`src/rtl/ddr_burst_interface_pkg.sv`:
```
// Shared definitions for the DDR burst interface: state codes, request kinds
// and default burst lengths.
package ddr_burst_interface_pkg;

  localparam int BURST_LEN_DEFAULT = 16;
  localparam int JMP_BURST_LEN     = 1;

  // The cache decodes MEM_WRITE_DATA_STORE (9) to qualify its store beats.
  typedef enum logic [3:0] {
    MEM_IDLE             = 4'd0,
    MEM_READ_DATA        = 4'd1,
    MEM_READ_JMP         = 4'd2,
    MEM_WRITE_DATA_STORE = 4'd9,
    MEM_DONE             = 4'd10
  } mem_state_e;

  typedef enum logic [1:0] {
    REQ_NONE  = 2'd0,
    REQ_STORE = 2'd1,
    REQ_READ  = 2'd2,
    REQ_JMP   = 2'd3
  } req_kind_e;

endpackage

```
`src/rtl/ddr_burst_interface_rd_beat_capture.sv`:
```
// Read-return register slice: registers each returned beat together with its
// 1-based beat index, and captures the zero-extended jump address.
module rd_beat_capture #(
  parameter int DATA_WIDTH = 16,
  parameter int ADDR_WIDTH = 28,
  parameter int CNT_WIDTH  = 10
) (
  input  logic                  clk,
  input  logic                  rst,
  input  logic                  clear,
  input  logic                  beat_valid,
  input  logic                  beat_jmp,
  input  logic [DATA_WIDTH-1:0] beat_data,
  output logic                  rd_valid,
  output logic [CNT_WIDTH-1:0]  rd_cnt,
  output logic [DATA_WIDTH-1:0] rd_data,
  output logic [ADDR_WIDTH-1:0] jmp_addr
);

  // Count and data hold between beats; the count is cleared only at read start.
  always_ff @(posedge clk or negedge rst) begin
    if (!rst) begin
      rd_valid <= 1'b0;
      rd_cnt   <= '0;
      rd_data  <= '0;
      jmp_addr <= '0;
    end else begin
      rd_valid <= beat_valid;
      if (clear)
        rd_cnt <= '0;
      else if (beat_valid)
        rd_cnt <= rd_cnt + CNT_WIDTH'(1);
      if (beat_valid)
        rd_data <= beat_data;
      if (beat_valid && beat_jmp)
        jmp_addr <= ADDR_WIDTH'(beat_data);
    end
  end

endmodule

```
`src/rtl/ddr_burst_interface.sv`:
```
// Arbitrates the data cache's store, data-load and jump-load requests and turns
// each into one burst on the native DDR controller port.
module ddr_burst_interface
  import ddr_burst_interface_pkg::*;
#(
  parameter int DATA_WIDTH     = 16,
  parameter int DDR_ADDR_WIDTH = 28,
  parameter int BURST_LEN      = BURST_LEN_DEFAULT,
  parameter int CNT_WIDTH      = 10
) (
  input  logic                      clk,
  input  logic                      rst,
  input  logic                      DATA_read_req,
  input  logic                      DATA_store_req,
  input  logic                      JMP_ADDR_read_req,
  input  logic [DDR_ADDR_WIDTH-1:0] DATA_read_addr,
  input  logic [DDR_ADDR_WIDTH-1:0] DATA_write_addr,
  input  logic [DATA_WIDTH-1:0]     DATA_to_ddr,
  input  logic                      data_to_ddr_rdy,
  output logic [DATA_WIDTH-1:0]     DATA_to_cache,
  output logic [DDR_ADDR_WIDTH-1:0] JMP_ADDR_to_cache,
  output logic [CNT_WIDTH-1:0]      rd_cnt_data,
  output logic                      rd_burst_data_valid,
  output logic                      wr_burst_data_req,
  output logic [3:0]                state_interface_module,
  output logic                      mem_rd_req,
  output logic [CNT_WIDTH-1:0]      mem_rd_len,
  output logic [DDR_ADDR_WIDTH-1:0] mem_rd_addr,
  input  logic [DATA_WIDTH-1:0]     mem_rd_data,
  input  logic                      mem_rd_valid,
  input  logic                      mem_rd_finish,
  output logic                      mem_wr_req,
  output logic [CNT_WIDTH-1:0]      mem_wr_len,
  output logic [DDR_ADDR_WIDTH-1:0] mem_wr_addr,
  input  logic                      mem_wr_data_req,
  output logic [DATA_WIDTH-1:0]     mem_wr_data,
  input  logic                      mem_wr_finish
);

  mem_state_e state, state_nxt;
  req_kind_e  svc_kind, svc_nxt;
  logic       svc_pending;
  logic       in_read, in_store, start_rd, start_wr, rd_beat, wr_beat;
  logic [CNT_WIDTH-1:0] wr_cnt;
  logic       wr_err;

  always_ff @(posedge clk or negedge rst) begin
    if (!rst) begin
      state    <= MEM_IDLE;
      svc_kind <= REQ_NONE;
    end else begin
      state    <= state_nxt;
      svc_kind <= svc_nxt;
    end
  end

  // MEM_DONE waits on whichever level request was serviced, so a request that
  // is still high cannot restart the same burst.
  always_comb begin
    svc_pending = 1'b0;
    case (svc_kind)
      REQ_STORE: svc_pending = DATA_store_req;
      REQ_READ:  svc_pending = DATA_read_req;
      REQ_JMP:   svc_pending = JMP_ADDR_read_req;
      default:   svc_pending = 1'b0;
    endcase
  end

  always_comb begin
    state_nxt = state;
    svc_nxt   = svc_kind;
    case (state)
      MEM_IDLE: begin
        if (DATA_store_req) begin
          state_nxt = MEM_WRITE_DATA_STORE;
          svc_nxt   = REQ_STORE;
        end else if (DATA_read_req) begin
          state_nxt = MEM_READ_DATA;
          svc_nxt   = REQ_READ;
        end else if (JMP_ADDR_read_req) begin
          state_nxt = MEM_READ_JMP;
          svc_nxt   = REQ_JMP;
        end
      end
      MEM_READ_DATA, MEM_READ_JMP: begin
        if (mem_rd_finish)
          state_nxt = MEM_DONE;
      end
      MEM_WRITE_DATA_STORE: begin
        if (mem_wr_finish)
          state_nxt = MEM_DONE;
      end
      MEM_DONE: begin
        if (!svc_pending) begin
          state_nxt = MEM_IDLE;
          svc_nxt   = REQ_NONE;
        end
      end
      default: begin
        state_nxt = MEM_IDLE;
        svc_nxt   = REQ_NONE;
      end
    endcase
  end

  assign in_read  = (state == MEM_READ_DATA) || (state == MEM_READ_JMP);
  assign in_store = (state == MEM_WRITE_DATA_STORE);
  assign start_rd = (state == MEM_IDLE) &&
                    ((state_nxt == MEM_READ_DATA) || (state_nxt == MEM_READ_JMP));
  assign start_wr = (state == MEM_IDLE) && (state_nxt == MEM_WRITE_DATA_STORE);
  assign rd_beat  = in_read && mem_rd_valid;
  assign wr_beat  = in_store && mem_wr_data_req;

  // Read burst command: address and length latched at start, request dropped
  // once the controller returns its first beat.
  always_ff @(posedge clk or negedge rst) begin
    if (!rst) begin
      mem_rd_req  <= 1'b0;
      mem_rd_len  <= '0;
      mem_rd_addr <= '0;
    end else if (start_rd) begin
      mem_rd_req  <= 1'b1;
      mem_rd_addr <= DATA_read_addr;
      mem_rd_len  <= (state_nxt == MEM_READ_JMP) ? CNT_WIDTH'(JMP_BURST_LEN)
                                                 : CNT_WIDTH'(BURST_LEN);
    end else if (in_read && (mem_rd_valid || mem_rd_finish)) begin
      mem_rd_req  <= 1'b0;
    end
  end

  always_ff @(posedge clk or negedge rst) begin
    if (!rst) begin
      mem_wr_req  <= 1'b0;
      mem_wr_len  <= '0;
      mem_wr_addr <= '0;
    end else if (start_wr) begin
      mem_wr_req  <= 1'b1;
      mem_wr_addr <= DATA_write_addr;
      mem_wr_len  <= CNT_WIDTH'(BURST_LEN);
    end else if (in_store && (mem_wr_data_req || mem_wr_finish)) begin
      mem_wr_req  <= 1'b0;
    end
  end

  // The error flag records any beat pulled while the cache had no data ready.
  always_ff @(posedge clk or negedge rst) begin
    if (!rst) begin
      wr_cnt <= '0;
      wr_err <= 1'b0;
    end else begin
      if (start_wr)
        wr_cnt <= '0;
      else if (wr_beat)
        wr_cnt <= wr_cnt + CNT_WIDTH'(1);
      if (wr_beat && !data_to_ddr_rdy)
        wr_err <= 1'b1;
    end
  end

  assign wr_burst_data_req      = wr_beat;
  assign mem_wr_data            = (in_store && data_to_ddr_rdy) ? DATA_to_ddr : '0;
  assign state_interface_module = state;

  rd_beat_capture #(
    .DATA_WIDTH (DATA_WIDTH),
    .ADDR_WIDTH (DDR_ADDR_WIDTH),
    .CNT_WIDTH  (CNT_WIDTH)
  ) u_rd_beat_capture (
    .clk        (clk),
    .rst        (rst),
    .clear      (start_rd),
    .beat_valid (rd_beat),
    .beat_jmp   (state == MEM_READ_JMP),
    .beat_data  (mem_rd_data),
    .rd_valid   (rd_burst_data_valid),
    .rd_cnt     (rd_cnt_data),
    .rd_data    (DATA_to_cache),
    .jmp_addr   (JMP_ADDR_to_cache)
  );

endmodule

```
`config.mk`:
```
export PLATFORM = sky130hd
export DESIGN_NAME = ddr_burst_interface
export DESIGN_NICKNAME = d
export VERILOG_FILES = /design/src/rtl/ddr_burst_interface_pkg.sv /design/src/rtl/ddr_burst_interface_rd_beat_capture.sv /design/src/rtl/ddr_burst_interface.sv
export SDC_FILE = /design/constraint.sdc
export NUM_CORES = 1
export LEC_CHECK = 0
export ABC_AREA = 1
export BUFFER_PORTS_ARGS = -buffer_cell sky130_fd_sc_hd__buf_2
export CAP_MARGIN = 20
export CORE_AREA = 2 2 123 113
export DETAILED_ROUTE_END_ITERATION = 10
export DIE_AREA = 0 0 125 115
export PLACE_DENSITY = 0.79
export SETUP_SLACK_MARGIN = 0.1
export SLEW_MARGIN = 20
export SYNTH_ARGS = -nofsm -noshare
export SYNTH_HDL_FRONTEND = slang
export SYNTH_SLANG_ARGS = --single-unit
```
`constraint.sdc`:
```
create_clock -name clk -period 4.4 [get_ports clk]
set_clock_uncertainty 0.05 [all_clocks]
set_input_delay 0.22 -clock clk [delete_from_list [all_inputs] [get_ports clk]]
set_output_delay 0.22 -clock clk [all_outputs]
set_load 0.02 [all_outputs]
```
---- Word level (Yosys, flattened, before mapping) ----
Index checks and enable logic that the tools add are counted.
cells by class
  mux-type cells .......................... 21
  reduce and logical (&&, ||, !) cells .... 19
  eq/ne operators ......................... 12
  add/subtract/negate cells ............... 1
  bitwise logic cells ..................... 1
operator list
  cell                                            count
  two-way mux 4 bit                               6
  two-way mux 10 bit                              2
  two-way mux 16 bit                              1
  one-hot mux 4 bit (4 select lines)              1
  == test 4 bit (second input constant)           3
  adder 10 x 1 -> 10 bit (second input constant)  1
  == test 4 x 1 -> 1 bit (second input constant)  2
  == test 4 x 2 -> 1 bit (second input constant)  2
  logical AND 1 bit                               8
  two-way mux 2 bit                               4
  one-hot mux 2 bit (3 select lines)              1
  nonzero test 2 bit                              3
  two-way mux 5 bit                               1
  == test 2 bit (second input constant)           2
  zero test 4 bit                                 1
  logical OR 1 bit                                4
  two-way mux 1 bit                               4
  inequality test 4 bit (second input constant)   1
  one-hot mux 1 bit (3 select lines)              1
  AND reduction 3 bit                             1
  OR reduction 3 bit                              1
  == test 2 x 1 -> 1 bit (second input constant)  1
  inequality test 2 bit (second input constant)   1
  OR reduction 2 bit                              1
  inverter 1 bit                                  1
storage, ports and cells
  flip-flop bits (word level) ............. 118
  output and inout bits ................... 154

---- Longest topological paths before layout ----
Gate-level depths: netlist (run 1).
  depth in word-level cells ............... 8
  depth in mapped cells ................... 12
  mapped depth without buffers ............ 11

---- Modules after synthesis ----
A second synthesis (run 1) with hierarchy kept.
second synthesis, totals
  cells, all modules ...................... 508
  area, all modules ....................... 4827.1 um^2
modules (own cells, without submodules)
  module               instances  seq. area each (um^2)  cells each  area an instance (um^2)
  ddr_burst_interface  1          1676.6                 313         3000.4
  rd_beat_capture      1          1076.0                 195         1826.8

---- Worst setup path after synthesis (run 1) ----
OpenSTA, ideal clock, no wires.
  path kind ............................... reg-to-output
  start point ............................. register state[3] (netlist: state_interface_module[3])
  end point ............................... output mem_wr_data[10]
  stages on the path, launching flop included .. 6
  path slack .............................. 2660 ps
  path buffers ............................ 1
  arrival time ............................ 1470 ps
  data required time ...................... 4130 ps
  path through ............................ dfrtp_1 -> inv_1 -> nor2_1 -> nand3_1 -> clkbuf_1 -> nor2_1
between the ends
  word-level cells in the longest chain between the ends .. 3
ends and longest elaborated chain
  element                   line                        RTL
  start: declaration        ddr_burst_interface.sv:40   mem_state_e state, state_nxt;
  start signal: assignment  ddr_burst_interface.sv:52   state <= state_nxt;
  == test 4 bit             ddr_burst_interface.sv:107  assign in_store = (state == MEM_WRITE_DATA_STORE);
  logical AND 1 bit         ddr_burst_interface.sv:161  assign mem_wr_data = (in_store && data_to_ddr_rdy) ? DATA_to_ddr : '0;
  two-way mux 16 bit        ddr_burst_interface.sv:161
  end: declaration          ddr_burst_interface.sv:36   output logic [DATA_WIDTH-1:0] mem_wr_data,
Every way passes these cells.

---- Worst setup path in the final report (run 1) ----
  start point ............................. register state[3] (netlist: state_interface_module[3])
  end point ............................... output mem_wr_data[6]
Same word-level chain as after synthesis.

==> results of run 1 <==
## synth_stat cells (all sizes together)
master and number:
nand2 173, dfrtp 110, inv 46, nor2 45, buf 44, mux2 44, nand3 20, o21ai 9
nand4 5, xor2 5, a21oi 2, a31o 1, clkbuf 1, conb 1, ha 1, xnor2 1
## where the power goes
part	switching [mW]	internal, mW	total, mW
clock network	0.376	0.537	0.913
logic	1.19	0.666	1.85
registers	0.247	1.45	1.70
## cells by family (layout without fill, tap and decap cells)
logic type | after synthesis | count (layout) | share of synthesized area [%]
adder cells (fa/ha/maj) | 1 | 1 | 0.2567
other | 1 | 30 | 0.07695
flip-flops | 110 | 110 | 56.48
multiplexers | 44 | 44 | 10.17
AO/OA/AOI/OAI | 12 | 12 | 1.309
XOR/XNOR | 6 | 6 | 1.078
AND/OR/NAND/NOR | 243 | 243 | 20.46
buffers and inverters | 91 | 294 | 10.17
## sequential cells by signal, summed over array words and instances, names as in the netlist
register and count:
mem_rd_addr 28, mem_rd_len 2, mem_rd_req 1, mem_wr_addr 28
mem_wr_len 1, mem_wr_req 1, state_interface_module 4, svc_kind 2
u_rd_beat_capture.jmp_addr 16, u_rd_beat_capture.rd_cnt 10, u_rd_beat_capture.rd_data 16, u_rd_beat_capture.rd_valid 1
## worst paths after layout
kind	from	end
max in group asynchronous	rst	mem_wr_len[4]
min in group asynchronous	rst	u_rd_beat_capture.rd_data[15]
worst max register to register	state_interface_module[0]	u_rd_beat_capture.rd_cnt[8]
worst min register to register	mem_wr_len[4]	mem_wr_len[4]
worst max-delay path	state_interface_module[3]	mem_wr_data[6]
worst min-delay path	DATA_read_addr[19]	mem_rd_addr[19]
## worst max-delay path: stages (launching register included)
cell and delay (ns):
dfrtp_1 0.37, inv_1 0.08, nor2_1 0.26, nand3_1 0.47
nor2_1 0.22, buf_2 0.19
## area by class of cell
class                           instances  area (µm²)  share of cell area, %
Tap cell                              168       210.2                  3.271
Clock inverter                          5       88.84                  1.382
Multi-Input combinational cell        336        1734                  26.99
Inverter                               46       175.2                  2.726
Timing Repair Buffer                  232        1212                  18.87
Clock buffer                           11       252.7                  3.933
Sequential cell                       110        2753                  42.83
## metrics by stage
stage                     utilization, %  setup slack, ns  instance area, µm²  std cells
after floorplan                        -            2.660                4982        537
after global placement             45.76            2.197                6001        884
after detailed placement           45.76            2.232                6001        884
after CTS                          48.90            2.172                6412        907
after global routing               49.01            1.924                6426        908
final                              49.01            2.192                6426        908
## timing repair
action / in CTS / in global routing
hold buffers: 7 / 1
gates resized for setup: 0 / 0
endpoints found under the hold margin: 7 / 83
## per-layer routing
metal	global-route usage [%]	wire, µm
met3	6.654	1109
met1	19.02	4848
met2	29.35	6055
met4	5.259	227
met5	0	0
==> metrics.md, run 1 <==
| Metric | Value |
|---|---|
| Worst Hold Depth | 3 |
| Clock root buffer | clkbuf_16 |
| ANT nets after route | 0 |
| Clk slew on worst S/H paths | 0.07 ns |
| Layout fillers | 1210 |
| Drt drc | 0 |
| GRT Total Usage | 16.75% |
| Required time of the critical path | 4.13 ns |
| Most common cell after layout, fill and taps aside | buf_2 |
| Synth area leaders | dfrtp_1 56%, nand2_1 13%, mux2_2 9.9% |
| Run status | complete, no violations |
| Die Ht | 115 µm |
| GPL Wtd Cong | about 0.8 |
| CTS tree | built |
| Total CTS buffers | 9 |
| WL final | 12.24 mm |
| Routed len/inst | 13.48 µm |
| CP Capture Type | primary output |
| Pleak | 3.711 nW |
| Fmax | 453.0 MHz |
| Setup bufs post-CTS | 0 |
| Final min period | 2.208 ns |
| Crit path DAT | 1.94 ns |
| Die W | between 100 and 150 µm |
| Max Cap Violations | 0 |
| Fin nets | roughly 830 |
| Initial antenna violation count | 0 |
| Clock H-tree levels | 3 |
| Clock Sinks | 110 |
| Most frequent cells in the layout | 221 x buf_2, 170 x nand2_1, 110 x dfrtp_1, 43 x inv_1, 43 x mux2_2 |
| Top cell type's share of synthesized area | 56.48% |
| Tightest Pin Transition | 0.7494 ns |
| Startpoint Class | flop |
| Pin count of the biggest net entering global routing | 85 |
| Layout cell share with drive strength beyond 1 | about two fifths |
| Mean area per synthesized cell | 9.593 µm² |
| CP max FO | 16 |
| Final setup fails | 0 |
| Core box area | 13110 µm² |
| Warnings from Yosys | 0 |
| Setup TNS | 0 ns |
| Initial core utilization | ~37% |
| Die ar. | approximately 14000 µm² |
| Peak supply drop | between 400 and 500 µV |
| Ports | 252 |
| Vias | roughly 4000 |
| Flops & latches, synth | 110 |
| Grt total ovfl | 0 |
| Syn Inst Count | 508 |
| Area grow syn2layout | 31.86% |
| DR pass1 iterations | 4 |
| Clock Tree Buf Depth | 2 |
| Unique masters post-synth | 27 |
| Global-route wire length before repair | ~19 mm |
| Hold crit path type | primary input to flop |
| Reg2reg setup slack | between 2 and 2.5 ns |
| IO Port Bufs | between 200 and 250 |
| Sequential fraction of the synthesis area | 56.48% |
| Via density | about 4.4 |
| Worst rel slew slack | 50.04% |
| PD cells | 694.5 nW/µm² |
| Synth area leader | dfrtp_1 |
| Slew Limit Fails | 0 |
| Hold_ws | 0.01558 ns |
| Design Power | around 4.5 mW |
| Vias in the first global route | 3854 |
| Synth Cell Area | 4873 µm² |
| Diode count | 0 |
| Setup CP Type | flop to primary output |
| Period utilisation layout | 50.18% |
| Hold Fails Final Rpt | 0 |
| Row count | 40 |
| Latest clock arrival within the worst-skew pair | approximately 0.35 ns |
| DR iter-0 viols | 197 |
| Reg2Reg Depth | 9 |
| RSZ-0062 raised after global routing | false |
| Dpl hpwl | 9.146 mm |
No activity file was read; power rests on OpenSTA's default activity.
==> run 2: changes to the inputs <==
PLACE_DENSITY = 0.82   (was 0.79)
clock period = 1.9 ns   (was 4.4 ns; I/O delays follow)
==> run 2 against run 1 <==
Effect of this change:
- sequential power grew 130%
- final cell count grew 9.9%
- routed wire length grew 20%
- register-to-register slack lost 2.1 ns
- sequential share of layout area shrank 5.6 points
- critical path type is now flop to flop
- clock power grew 97%
- die area is the same
- largest cell class unchanged
- clock-buffer cell count grew 1
- combinational power grew to 2.6 times the previous value
- non-clock buffer count grew 85
- global-route usage grew 2.4 points
- sequential cell count is the same
==> metrics.md, run 2 (synthesized netlist as in run 1, its figures left out) <==
| Metric | Value |
|---|---|
| ANT nets after route | 0 (unchanged) |
| Crit path DAT | 1.97 ns (+0.03 ns) |
| Final Util | 56.49% (+7.5 points) |
| CP Cell Sequence | inv_2 -> nor2_4 -> nand3_1 -> nand2_2 -> nor2_4 -> nand3_4 -> nand2_8 -> buf_6 -> nand2_1 -> nand2_1 |
| Layout cell share with drive strength beyond 1 | 40.22% (+0.082 points) |
| Initial antenna violation count | 1 (+1) |
| Fin nets | 922 (+11%) |
| Dpl hpwl | 9.094 mm (-0.56%) |
| Clock H-tree levels | 3 (unchanged) |
| Hold Fails Final Rpt | 0 (unchanged) |
| WL final | 14.68 mm (+20%) |
| Global-route wire length before repair | 21.84 mm (+15%) |
| Die W | 125 µm (unchanged) |
| CP max FO | 10 (-6) |
| Largest regs | mem_rd_addr (28), mem_wr_addr (28) |
| Initial core utilization | 37.17% (unchanged) |
| RSZ-0062 raised after global routing | false |
| Critical path buffers and inverters | 2 (unchanged) |
| Row count | 40 (unchanged) |
| Setup TNS | 0 ns (unchanged) |
| Comb pwr share | 45.4% (+3.9 points) |
| Required time of the critical path | 2.14 ns (-1.99 ns) |
| GPL Wtd Cong | 0.8737 (+10%) |
| Clock Power Share | 17.0% (-3.5 points) |
| Total CTS buffers | 9 (unchanged) |
| Hold crit path type | primary input to flop |
| Clk slew on worst S/H paths | 0.07 ns (about the same) |
| Vias | 4481 (+12%) |
| Routed len/inst | 14.70 µm (+9.1%) |
| P_int | 6.147 mW (+130%) |
| Final min period | 1.729 ns |
| Max Cap Violations | 0 (unchanged) |
| Placed Cells | 892 (+0.90%) |
| Reg power frac | 37.6% (-0.4 points) |
| Sw frac | 41.97% (+1.4 points) |
| Most frequent cells in the layout | 221 x buf_2, 167 x nand2_1, 106 x dfrtp_1, 74 x dlygate4sd3_1, 43 x mux2_2 |
| CP Capture Type | flop |
| Latest clock arrival within the worst-skew pair | 0.35 ns (about the same) |
| Setup CP Type | flop to flop |
| DR pass1 iterations | 5 (+1) |
| NetSw | 4.446 mW (+150%) |
| DR iter-0 viols | 299 (+52%) |
| Via density | 4.490 (+1.5%) |
| Vias in the first global route | 4551 (+18%) |
| Max stage delay on crit path | 0.45 ns (-0.02 ns) |
| Final cell count without fillers | 998 (+9.9%) |
| Clock Sinks | 110 (unchanged) |
| HP Start | mem_wr_data_req |
| Ports | 252 (unchanged) |
| Slew Limit Fails | 0 (unchanged) |
| Peak supply drop | 883.4 µV (+110%) |
| IO Port Bufs | 222 (unchanged) |
| PD cells | 1430 nW/µm² (+110%) |
| Worst reg2reg path startpoint | state_interface_module[3] |
| Reg2reg setup slack | 0.17 ns (-2.06 ns) |
| CTS tree | built |
| Area grow syn2layout | 51.99% |
| Fmax | 578.4 MHz |
| Final WS setup | 0.1710 ns (-2.021 ns) |
| Pleak | 4.102 nW (+11%) |
| Clock Tree Buf Depth | 2 (unchanged) |
| Die Ht | 115 µm (unchanged) |
| Startpoint Class | flop |
| Worst Setup SP | state_interface_module[3] |
| Drt drc | 0 (unchanged) |
| Clock root buffer | clkbuf_16 |
| Run status | complete, no violations |
| Period utilisation layout | between 90% and 100% |
| Core box area | 13110 µm² (unchanged) |
| Die ar. | 14380 µm² (unchanged) |
| Grt total ovfl | 0 (unchanged) |
| GRT Total Usage | 19.10% (+2.4 points) |
| Pin count of the biggest net entering global routing | 63 (-26%) |
| Largest delay share family, worst path | simple AND/OR/NAND/NOR gates |
| Most common cell after layout, fill and taps aside | buf_2 |
| Worst slack, placed | 0.04162 ns (-2.190 ns) |
| Final setup fails | 0 (unchanged) |
| Slowest CP cell | dfrtp_2 |
run 2: path summary, 6_finish.rpt:
check,end,cells after the start
worst max-delay path,mem_rd_addr[8],10
worst min-delay path,mem_wr_req,4
worst max register to register,mem_rd_addr[8],10
worst min register to register,u_rd_beat_capture.rd_data[15],2
max in group asynchronous,mem_rd_addr[12],3
min in group asynchronous,u_rd_beat_capture.jmp_addr[2],2
run 2: tightest hold or removal path: cells and delay by family:
| kind | cells | cell delay [ns] |
|---|---|---|
| and+or+nand+nor | 1 | 0.12 |
| buffers and inverters | 2 | 0.11 |
| AOI/OAI and AO/OA | 1 | 0.10 |
run 2: per-layer routing:
metal	track usage, %	vias to the layer above	part of all wire [%]
li1	-	2144	-
met1	21.39	2076	39
met2	34.06	232	51
met3	5.863	29	8.4
met4	8.296	0	2.5
met5	0	-	0
run 2: area by class of cell:
| cell class | instances | area (µm²) |
|---|---|---|
| Antenna cell | 2 | 5.005 |
| Tap cell | 168 | 210.2 |
| Clock inverter | 4 | 31.28 |
| Sequential cell | 110 | 2758 |
| Fill cell | 1124 | 5705 |
| Inverter | 46 | 187.7 |
| Multi-Input combinational cell | 337 | 1829 |
| Timing Repair Buffer | 317 | 2122 |
| Timing Repair inverter | 2 | 17.52 |
| Clock buffer | 12 | 246.5 |
run 2: through the flow:
step | hold slack, ns | power (mW) | instance area, µm²
3_5_place_dp | 0.03662 | 8.342 | 6111
5_1_grt | 0.08682 | 11.27 | 7405
3_3_place_gp | 0.03241 | 8.227 | 6111
4_1_cts | 0.05889 | 10.33 | 7139
2_1_floorplan | -0.2506 | 6.746 | 4982
6_report | 0.07831 | 10.59 | 7407
run 2: what timing repair did:
item                       CTS  global route
setup endpoints to repair   38            74
hold endpoints to repair   121             0
resized for setup            1            30
buffers inserted             1             5
hold buffers                74             0
gates cloned                 0             8
pin swaps                    0             7
run 2: power groups by stage:
stage	clock network, mW	logic [mW]	registers [mW]
after floorplan	0	1.57	5.18
after CTS	1.87	4.52	3.93
after global routing	1.95	5.22	4.11
after global placement	0	4.31	3.92
final	1.80	4.81	3.98
after detailed placement	0	4.39	3.95
==> run 3: changes to the inputs <==
CORE_AREA = 2 2 122 112   (was 2 2 123 113)
DIE_AREA = 0 0 124 114   (was 0 0 125 115)
SYNTH_HIERARCHICAL = 1   (was unset)
==> run 3 against run 2 <==
Effect of this change:
- sequential share of layout area up 0.46 points
- sequential power down 3%
- setup slack worse by 0.016 ns
- global-route usage up 0.41 points
- hold slack worse by 0.034 ns
- largest cell class unchanged
- highest routed layer is now met5
- first-iteration DRC count down 17%
==> metrics.md, run 3 <==
| Metric | Value |
|---|---|
| Dpl hpwl | 8.867 mm (-2.5%) |
| Total CTS buffers | 9 (unchanged) |
| Hold EP | mem_wr_req |
| Worst reg2reg path startpoint | state_interface_module[1] |
| Synth Cell Area | 4827 µm² (-0.95%) |
| Most common cell on crit path | nor2_4 |
| CP max FO | 8 (-2) |
| Reg power frac | 38.7% (+1.1 points) |
| Routed len/inst | 13.99 µm (-4.8%) |
| Layout cell share with drive strength beyond 1 | 39.22% (-1.0 points) |
| Max Cap Violations | 0 (unchanged) |
| Required time of the critical path | 1.75 ns (-0.39 ns) |
| RSZ-0062 raised after global routing | true |
| Synth area leaders | dfrtp_1 57%, nand2_1 9.1%, mux2_2 6.8% |
| Run status | complete, no violations |
| Warnings from Yosys | 6 (+6) |
| Sw frac | 41.03% (-0.94 points) |
| Slew Limit Fails | 0 (unchanged) |
| Largest delay share family, worst path | buffers and inverters |
| Reg2Reg Depth | 11 (+1) |
| Worst slack, placed | 0.07067 ns (+0.02905 ns) |
| DR pass1 iterations | 4 (-1) |
| Fin nets | 915 (-0.76%) |
| Final setup fails | 0 (unchanged) |
| Largest regs | mem_rd_addr (28), mem_wr_addr (28) |
| Clock root buffer | clkbuf_16 |
| CP Capture Type | primary output |
| Drt drc | 0 (unchanged) |
| Die Ht | 114 µm (-0.87%) |
| Clock Sinks | 110 (unchanged) |
| Via density | 4.514 (+0.53%) |
| Global-route wire length before repair | 21.29 mm (-2.5%) |
| Synth top cells by count | 117 x nand2_1, 110 x dfrtp_1, 50 x inv_1 |
| Tightest Pin Transition | 0.5139 ns |
| Setup TNS | 0 ns (unchanged) |
| Row count | 40 (unchanged) |
| Pleak | 4.085 nW (-0.41%) |
| Initial core utilization | 37.10% (-0.070 points) |
| NetSw | 4.094 mW (-7.9%) |
| Final min period | 1.745 ns (+0.01557 ns) |
| Post-synth EDFFs | 0 (unchanged) |
| DR iter-0 viols | 249 (-17%) |
| P_int | 5.885 mW (-4.3%) |
| Final cell count without fillers | 989 (-0.90%) |
| PD cells | 1364 nW/µm² (-4.6%) |
| IO Port Bufs | 222 (unchanged) |
| Synth area leader | dfrtp_1 |
| Clock Power Share | 18.1% (+1.1 points) |
| Top cell type's share of synthesized area | 57.02% (+0.54 points) |
| Ports | 252 (unchanged) |
| Grt total ovfl | 0 (unchanged) |
| Post-synth top flop | dfrtp_1 |
| Hold_ws | 0.04458 ns (-0.03373 ns) |
| Worst Hold Depth | 4 (unchanged) |
| Initial antenna violation count | 1 (unchanged) |
| Period utilisation layout | 91.82% (+0.82 points) |
| Peak supply drop | 764.7 µV (-13%) |
| Clock Tree Buf Depth | 2 (unchanged) |
| CP Cell Sequence | buf_6 -> nor2_4 -> nand3_4 -> buf_8 -> nor2_4 -> buf_4 |
| Startpoint Class | flop |
| Final WS setup | 0.1555 ns (-0.01557 ns) |
| Worst r2r dst | u_rd_beat_capture/rd_cnt[3] |
| CTS tree | built |
| Syn Inst Count | 508 (unchanged) |
| Die W | 124 µm (-0.80%) |
| HP Start | mem_wr_data_req |
| WL final | 13.84 mm (-5.7%) |
| Die ar. | 14140 µm² (-1.7%) |
| Diode count | 0 (-2) |
| GRT Total Usage | 19.52% (+0.41 points) |
| Most frequent cells in the layout | 212 x buf_2, 117 x nand2_1, 107 x dfrtp_1, 75 x dlygate4sd3_1, 48 x inv_1 |
| Vias | 4464 (-0.38%) |
| Reg2reg setup slack | 0.20 ns (+0.03 ns) |
| Fmax | 573.2 MHz (-0.89%) |
| Setup CP Type | flop to primary output |
| Slowest CP cell | dfrtp_2 |
| Critical path buffers and inverters | 3 (+1) |
| Latest clock arrival within the worst-skew pair | 0.35 ns (about the same) |
| Most common cell after layout, fill and taps aside | buf_2 |
| Unique masters post-synth | 29 (+7.4%) |
| Area grow syn2layout | 51.50% |
| Hold crit path type | primary input to flop |
| Flops & latches, synth | 110 (unchanged) |
| Mean area per synthesized cell | 9.502 µm² (-0.95%) |
| Placed Cells | 890 (-0.22%) |
| Comb pwr share | 43.2% (-2.2 points) |
| Crit path DAT | 1.60 ns (-0.37 ns) |
| Vias in the first global route | 4389 (-3.6%) |
| Fraction of registers with async set/reset | 100.0% (unchanged) |
| Worst rel slew slack | 65.74% |
| Core box area | 13010 µm² (-0.76%) |
| ANT nets after route | 0 (unchanged) |
| Pin count of the biggest net entering global routing | 45 (-29%) |
| Max stage delay on crit path | 0.44 ns (about the same) |
| Hold Fails Final Rpt | 0 (unchanged) |
| Most frequent cell after synthesis | nand2_1 |
| Clock H-tree levels | 3 (unchanged) |
| Final Util | 56.20% (-0.29 points) |
| Clk slew on worst S/H paths | 0.07 ns (about the same) |
| Sequential fraction of the synthesis area | 57.02% (+0.54 points) |
| GPL Wtd Cong | 0.8128 (-7.0%) |
-- run 3: cell types whose count changed after synthesis, moves of 7 or more --
cell,before,now
o21ai_0,7,39
nand3_1,19,39
mux2_2,43,29
nand2_1,170,117
inv_1,43,50
-- run 3: worst reg2reg max path, cell delays in order (launching register included) --
cell,delay [ns]
dfrtp_2,0.43
buf_4,0.17
inv_2,0.05
nand2_1,0.06
nor2_2,0.14
nand2_1,0.09
nand3_2,0.08
nand2_2,0.08
nand2_4,0.12
clkinvlp_4,0.16
o21ai_0,0.10
a21oi_1,0.06
-- run 3: repair_timing --
action | CTS | global route
setup endpoints to repair | 36 | 79
hold buffers | 75 | 0
pin swaps | 1 | 5
resized for setup | 10 | 33
buffers inserted | 3 | 4
hold endpoints to repair | 128 | 0
gates cloned | 1 | 0
-- run 3: area by class of cell --
| type | count | area, µm² |
|---|---|---|
| Clock buffer | 10 | 239.0 |
| Clock inverter | 6 | 45.04 |
| Fill cell | 1094 | 5699 |
| Inverter | 54 | 206.4 |
| Multi-Input combinational cell | 323 | 1723 |
| Sequential cell | 110 | 2756 |
| Tap cell | 168 | 210.2 |
| Timing Repair Buffer | 318 | 2133 |
-- run 3: how the worst max path moves through the flow --
stage	from	endpoint	slack [ns]	cells after the start
finish	state_interface_module[2]	mem_wr_data[9]	0.16	6
global route	state_interface_module[2]	u_rd_beat_capture/rd_cnt[3]	0.07	11
CTS	state_interface_module[2]	u_rd_beat_capture/rd_cnt[6]	0.10	9
detailed placement	state_interface_module[2]	u_rd_beat_capture/rd_cnt[5]	0.07	9
global placement	state_interface_module[2]	u_rd_beat_capture/rd_cnt[6]	0.16	9
floorplan	state_interface_module[2]	u_rd_beat_capture/rd_cnt[6]	0.13	9
-- run 3: power by group through the flow --
stage	combinational (mW)	sequential, mW	clock, mW
CTS	4.22	3.83	1.87
finish	4.31	3.86	1.81
floorplan	1.38	5.05	0
global placement	3.94	3.85	0
detailed placement	4.06	3.86	0
global route	4.71	3.98	1.97
-- run 3: metrics by stage --
stage / cell area (µm²) / total power [mW]
after detailed placement: 6086 / 7.917
after floorplan: 4932 / 6.426
after global routing: 7313 / 10.66
final: 7313 / 9.979
after global placement: 6086 / 7.792
after CTS: 7182 / 9.923
-- run 3: cell families after synthesis --
group	count (synthesis)	synth area share, %
flip-flops	110	57.02
other	2	0.1556
multiplexers	29	6.765
buffers and inverters	103	11.04
AND/OR/NAND/NOR	211	19.18
adder cells (fa/ha/maj)	1	0.2592
AO/OA/AOI/OAI	52	5.573
-- run 3: layer usage --
metal	wire, µm	global-route usage, %	part of all wire, %	vias up
met5	7	0	0.051	-
met2	7207	34.54	52	171
met4	208	5.468	1.5	2
met3	1094	6.950	7.9	21
li1	-	-	-	2169
met1	5320	22.14	38	2101
